**config.mk**
```make
export PLATFORM = sky130hd
export DESIGN_NAME = wb_arbiter
export DESIGN_NICKNAME = d
export VERILOG_FILES = /design/src/rtl/wb_pkg.sv /design/src/rtl/wb_fifo.sv /design/src/rtl/wb_arbiter.sv
export SDC_FILE = /design/constraint.sdc
export NUM_CORES = 1
export LEC_CHECK = 0
export ABC_AREA = 1
export CORE_UTILIZATION = 50
export DETAILED_ROUTE_END_ITERATION = 6
export PLACE_DENSITY = 0.79
export SLEW_MARGIN = 10
export SYNTH_ARGS = -nofsm -noshare
export SYNTH_HDL_FRONTEND = slang
export SYNTH_SLANG_ARGS = --single-unit
export TNS_END_PERCENT = 20
```
**constraint.sdc**
```tcl
create_clock -name clk -period 2.5 [get_ports clk]
set_input_delay 0.5 -clock clk [delete_from_list [all_inputs] [get_ports clk]]
set_output_delay 0.5 -clock clk [all_outputs]
set_load 0.005 [all_outputs]
```
**src/rtl/wb_pkg.sv**
```systemverilog
// Shared widths, default parameters and the write-back entry type for the
// write-back arbiter (wb_arbiter) and its LSU result FIFO (wb_fifo).
package wb_pkg;

    localparam int unsigned REG_AW                = 5;
    localparam int unsigned XLEN                  = 32;
    localparam int unsigned WB_DEPTH_DEFAULT      = 2;
    localparam int unsigned WB_STARVE_MAX_DEFAULT = 4;

    typedef struct packed {
        logic [REG_AW-1:0] rd;
        logic [XLEN-1:0]   data;
    } wb_entry_t;

endpackage

```
**src/rtl/wb_fifo.sv**
```systemverilog
// LSU result FIFO: power-of-two depth, wrapping pointers, occupancy count.
// Callers must not push while full or pop while empty.
module wb_fifo
    import wb_pkg::*;
#(
    parameter int unsigned DEPTH = WB_DEPTH_DEFAULT
) (
    input  logic      clk,
    input  logic      rst_n,
    input  logic      push,
    input  wb_entry_t push_data,
    input  logic      pop,
    output wb_entry_t head_c,
    output logic      full_c,
    output logic      empty_c
);

    localparam int unsigned PW = (DEPTH > 1) ? $clog2(DEPTH) : 1;
    localparam int unsigned CW = $clog2(DEPTH + 1);

    wb_entry_t         mem_q [DEPTH];
    wb_entry_t         mem_d [DEPTH];
    logic [PW-1:0]     wr_ptr_q, wr_ptr_d;
    logic [PW-1:0]     rd_ptr_q, rd_ptr_d;
    logic [CW-1:0]     count_q, count_d;

    // Next-state for storage, pointers and occupancy.
    always_comb begin
        mem_d    = mem_q;
        wr_ptr_d = wr_ptr_q;
        rd_ptr_d = rd_ptr_q;
        count_d  = count_q;
        if (push) begin
            mem_d[wr_ptr_q] = push_data;
            wr_ptr_d        = wr_ptr_q + PW'(1);
        end
        if (pop) begin
            rd_ptr_d = rd_ptr_q + PW'(1);
        end
        case ({push, pop})
            2'b10:   count_d = count_q + CW'(1);
            2'b01:   count_d = count_q - CW'(1);
            default: count_d = count_q;
        endcase
    end

    // State registers; reset discards any queued entries.
    always_ff @(posedge clk or negedge rst_n) begin
        if (!rst_n) begin
            for (int i = 0; i < int'(DEPTH); i++) begin
                mem_q[i] <= '0;
            end
            wr_ptr_q <= '0;
            rd_ptr_q <= '0;
            count_q  <= '0;
        end else begin
            mem_q    <= mem_d;
            wr_ptr_q <= wr_ptr_d;
            rd_ptr_q <= rd_ptr_d;
            count_q  <= count_d;
        end
    end

    assign head_c  = mem_q[rd_ptr_q];
    assign full_c  = (count_q == CW'(DEPTH));
    assign empty_c = (count_q == '0);

endmodule

```
**src/rtl/wb_arbiter.sv**
```systemverilog
// Write-back arbiter: merges single-cycle ALU results with queued LSU results
// onto one register-file write port. ALU has priority; a starvation counter
// raises stall_req so queued LSU results eventually drain.
// Optional macro WB_BYPASS_EN: an LSU result arriving with the FIFO empty and
// no ALU result is written directly (1-cycle latency) instead of queued.
module wb_arbiter
    import wb_pkg::*;
#(
    parameter int unsigned DEPTH      = WB_DEPTH_DEFAULT,
    parameter int unsigned STARVE_MAX = WB_STARVE_MAX_DEFAULT
) (
    input  logic              clk,
    input  logic              rst_n,
    input  logic              alu_valid,
    input  logic [REG_AW-1:0] alu_rd,
    input  logic [XLEN-1:0]   alu_data,
    input  logic              lsu_valid,
    output logic              lsu_ready,
    input  logic [REG_AW-1:0] lsu_rd,
    input  logic [XLEN-1:0]   lsu_data,
    output logic              reg_write,
    output logic [REG_AW-1:0] rd,
    output logic [XLEN-1:0]   rd_data,
    output logic              stall_req
);

    localparam int unsigned SW = $clog2(STARVE_MAX + 1);

    wb_entry_t         fifo_head_c;
    logic              fifo_full_c;
    logic              fifo_empty_c;
    logic              lsu_accept;
    logic              bypass;
    logic              push;
    logic              pop;
    logic              win_valid;
    wb_entry_t         win;

    logic              reg_write_q, reg_write_d;
    logic [REG_AW-1:0] rd_q, rd_d;
    logic [XLEN-1:0]   rd_data_q, rd_data_d;
    logic              stall_req_q, stall_req_d;
    logic [SW-1:0]     starve_q, starve_d;

    // Ready depends only on registered occupancy, never on a same-cycle pop.
    assign lsu_ready = rst_n && !fifo_full_c;

    wb_fifo #(
        .DEPTH (DEPTH)
    ) u_fifo (
        .clk       (clk),
        .rst_n     (rst_n),
        .push      (push),
        .push_data (wb_entry_t'({lsu_rd, lsu_data})),
        .pop       (pop),
        .head_c    (fifo_head_c),
        .full_c    (fifo_full_c),
        .empty_c   (fifo_empty_c)
    );

    // Winner selection: ALU, else FIFO head, else (optionally) bypassed LSU.
    always_comb begin
        lsu_accept = lsu_valid && lsu_ready;
        bypass     = 1'b0;
`ifdef WB_BYPASS_EN
        bypass     = lsu_accept && fifo_empty_c && !alu_valid;
`endif
        push       = lsu_accept && !bypass;
        pop        = 1'b0;
        win_valid  = 1'b0;
        win        = '0;
        if (alu_valid) begin
            win_valid = 1'b1;
            win       = '{rd: alu_rd, data: alu_data};
        end else if (!fifo_empty_c) begin
            pop       = 1'b1;
            win_valid = 1'b1;
            win       = fifo_head_c;
        end else if (bypass) begin
            win_valid = 1'b1;
            win       = '{rd: lsu_rd, data: lsu_data};
        end
    end

    // Output and starvation next-state; x0 winners are consumed silently.
    always_comb begin
        reg_write_d = win_valid && (win.rd != '0);
        rd_d        = rd_q;
        rd_data_d   = rd_data_q;
        if (win_valid) begin
            rd_d      = win.rd;
            rd_data_d = win.data;
        end
        starve_d = starve_q;
        if (pop || fifo_empty_c) begin
            starve_d = '0;
        end else if (alu_valid && (starve_q != SW'(STARVE_MAX))) begin
            starve_d = starve_q + SW'(1);
        end
        stall_req_d = (starve_d == SW'(STARVE_MAX));
    end

    // Output and counter registers.
    always_ff @(posedge clk or negedge rst_n) begin
        if (!rst_n) begin
            reg_write_q <= 1'b0;
            rd_q        <= '0;
            rd_data_q   <= '0;
            stall_req_q <= 1'b0;
            starve_q    <= '0;
        end else begin
            reg_write_q <= reg_write_d;
            rd_q        <= rd_d;
            rd_data_q   <= rd_data_d;
            stall_req_q <= stall_req_d;
            starve_q    <= starve_d;
        end
    end

    assign reg_write = reg_write_q;
    assign rd        = rd_q;
    assign rd_data   = rd_data_q;
    assign stall_req = stall_req_q;

endmodule
```
==> Flow_metrics.wiki <==
{| class="wikitable"
! Metric !! Value
|-
| Via count || 4562
|-
| Die span in y || 107 um
|-
| Number of gates resized after CTS || 0
|-
| Total count of hold-check failures in the final report || 0
|-
| Category of the worst setup path capture point || primary output
|-
| Actual slew at the worst max-slew pin || 0.884 ns
|-
| Max Clock Skew || 0.00898 ns
|-
| Setup Total Neg Slack || 0 ns
|-
| Global-route wire length before repair || 21000 um
|-
| Initial core utilization || 0.524
|-
| Mux contribution to synthesized area || 0
|-
| Sequential element share of the synthesized area || 0.548
|-
| Cell area after placement || 6720 um2
|-
| Worst slack at placement || 0.420 ns
|-
| Congestion Overflow GR || 0
|-
| Number of placement rows || 37
|-
| Area share of the leading cell type in the synthesized netlist || 0.548
|-
| Number of standard cells in the layout, taps in and fillers out || 899
|-
| Post-layout nets || 831
|-
| Synth Area in XOR/XNOR || 0.00639
|-
| Final worst-path setup slack || 0.197 ns
|-
| Number of storage elements in the synthesis netlist || 120
|-
| Dominant cells by area after synthesis || sky130_fd_sc_hd__dfrtp_1 (55%), sky130_fd_sc_hd__nand2_1 (20%), sky130_fd_sc_hd__o21ai_2 (8.0%), sky130_fd_sc_hd__nand3_1 (3.5%), sky130_fd_sc_hd__inv_1 (2.9%)
|-
| Synth Area in Compound Gates || 0.114
|-
| Root buffer cell || sky130_fd_sc_hd__clkbuf_8
|-
| Later-pin clock latency in the skew report || 0.52 ns
|-
| Worst slack on hold paths || 0.106 ns
|-
| Via density per instance || 5.07
|-
| Detailed Route WL || 12900 um
|-
| Pin count of the biggest net entering global routing || 72
|-
| Via count of the first global-routing pass || 4550
|-
| First drt pass iteration count || 4
|-
| Clock transition at path regs || 0.06 ns
|-
| Mean instance size in the synthesized netlist || 8.60 um2
|-
| Maxcap violations || 0
|-
| Post-detail-place hpwl || 8130 um
|-
| Count of port buffers added during placement || 117
|-
| ANT nets after route || 0
|-
| Class of the worst hold path || in2async
|-
| CTS H-tree depth || 4
|-
| Number of cells produced by synthesis || 638
|-
| Max clock buf depth || 2
|-
| Number of buffers inserted to repair setup after CTS || 0
|-
| Cts hold-fix bufs || 0
|-
| Layout-stage area growth over the synthesis result || 33.6%
|-
| Critical Path RT || 2.00 ns
|-
| Number of antenna violations at the first check in global routing || 0
|-
| Final period demand of the worst path || 2.30 ns
|-
| Category of the critical setup timing path || reg2out
|-
| Detailed-route wire length per cell || 14.3 um
|-
| Core Region || 10500 um2
|-
| Final max-slew violation count || 0
|-
| Final instance area || 7330 um2
|-
| Die X-Extent || 107 um
|-
| Net count of the mapped netlist || 719
|-
| Total die area || 11400 um2
|-
| Placed Cells || 867
|-
| Total Power Consumption || 8.56 mW
|-
| Number of DRC markers after the initial detailed-route iteration || 259
|-
| Final number of setup-violating endpoints || 0
|-
| Fin util || 0.700
|-
| Clock Sink Count || 120
|-
| Share of the clock period used by the worst path || 0.921
|-
| Layout filler cell count || 824
|-
| CTS tree || built
|-
| Status || finished, final reports clean
|-
| TritonCTS Buffers || 17
|-
| Crit Path Max Fanout || 5
|-
| Global placement routability congestion || 0.769
|-
| Post-Syn Area || 5480 um2
|-
| Data arrival, critical path || 1.80 ns
|-
| Synth cell types || 25
|-
| Adder-cell share of the synthesized area || 0.00684
|-
| Dominant combinational cell family by area after synthesis || simple AND/OR/NAND/NOR gates
|-
| Normalized max-slew margin || 0.410
|-
| Warnings, synthesis || 0
|-
| Fraction of final layout cells sized beyond drive strength 1 || 0.134
|-
| Tot GR Track Use || 0.240
|-
| Detailed-route DRC error count || 0
|-
| P per Cell Area || 1170 nW/um2
|-
| Peak VDD IR || 540 uV
|-
| Critical path startpoint category || register
|-
| Fmax || 0.434 GHz
|-
| Setup repair after global routing missed its margin || false
|-
| Post-synthesis cell type with the largest combined area || sky130_fd_sc_hd__dfrtp_1
|-
| Area share of and/or/nand/nor cells after synthesis || 0.250
|-
| Diode count || 0
|-
| Static Leak || 3.65 nW
|-
| I/O pin count || 118
|}
path summary, 6_finish.rpt:
kind / slack [ns] / endpoint / startpoint / cells after the start
setup / recovery: 0.20 / lsu_ready / u_fifo.count_q[0] / 3
min in group clk: 0.42 / rd_data[18] / alu_valid / 3
hold / removal: 0.11 / starve_q[1] / rst_n / 2
setup reg to reg: 0.74 / rd_data[27] / u_fifo.count_q[1] / 5
hold reg to reg: 0.48 / u_fifo.mem_q[40] / u_fifo.mem_q[40] / 2
max in group asynchronous: 1.06 / rd_data[10] / rst_n / 3
area by class of cell:
| cell class | count | area (um2) | area share |
|---|---|---|---|
| clock buffers | 22 | 463 | 0.0632 |
| repair buffers | 127 | 1280 | 0.174 |
| clock inverters | 10 | 143 | 0.0195 |
| flip-flops and latches | 120 | 3000 | 0.410 |
| multi-input cells | 438 | 2100 | 0.287 |
| well taps | 136 | 170 | 0.0232 |
| inverters | 46 | 173 | 0.0236 |
power by group:
| part | leakage [nW] | switching [mW] | internal [mW] |
|---|---|---|---|
| Clock | 0.284 | 0.852 | 1.60 |
| Combinational | 1.87 | 1.53 | 1.32 |
| Sequential | 1.49 | 0.481 | 2.78 |
| Total | 3.65 | 2.86 | 5.70 |
cell usage in the layout (no fill, tap or decap), drive strengths merged, types with 3 or more instances in the layout:
cell type and n:
clkinvlp 4, dfrtp 120, ha 3, nor2 7, or2 3, buf 12, o211ai 3, inv 47
nand2 297, clkdlybuf4s50 115, bufinv 3, nand3 38, o21ai 77, clkbuf 22
cells by family (layout without fill, tap and decap cells):
| family | after synthesis | count (layout) |
|---|---|---|
| adder cells (fa/ha/maj) | 3 | 3 |
| AO/OA/AOI/OAI | 83 | 83 |
| buffers and inverters | 80 | 205 |
| flip-flops | 120 | 120 |
| AND/OR/NAND/NOR | 348 | 348 |
| XOR/XNOR | 4 | 4 |
critical path: stages (launching register included):
cell	delay, ns
sky130_fd_sc_hd__dfrtp_1	0.42
sky130_fd_sc_hd__inv_2	0.07
sky130_fd_sc_hd__a21boi_4	0.24
sky130_fd_sc_hd__clkdlybuf4s50_1	0.55
Yosys cell counts, drive strengths merged:
cell type / n
nand2: 297
dfrtp: 120
o21ai: 77
inv: 46
nand3: 38
buf: 24
clkbuf: 10
nor2: 7
ha: 3
o211ai: 3
or2: 3
xnor2: 2
xor2: 2
a21boi: 1
a21oi: 1
a22oi: 1
nand3b: 1
nand4: 1
nor3: 1
layer usage:
metal	track usage	share of wire	vias to the layer above	wire length (um)
met5	0	0	-	0
met2	0.411	0.51	141	6520
met4	0.102	0.018	0	235
met1	0.293	0.43	2171	5510
li1	-	-	2229	-
met3	0.0498	0.049	21	626
registers in the layout, summed over array words and instances (netlist names):
register and flops:
u_fifo.mem_q 74, rd_data 32, rd 5, starve_q 3, u_fifo.count_q 2, reg_write 1, stall_req 1, u_fifo.rd_ptr_q 1
u_fifo.wr_ptr_q 1
Power figures use the tool's default switching activity.
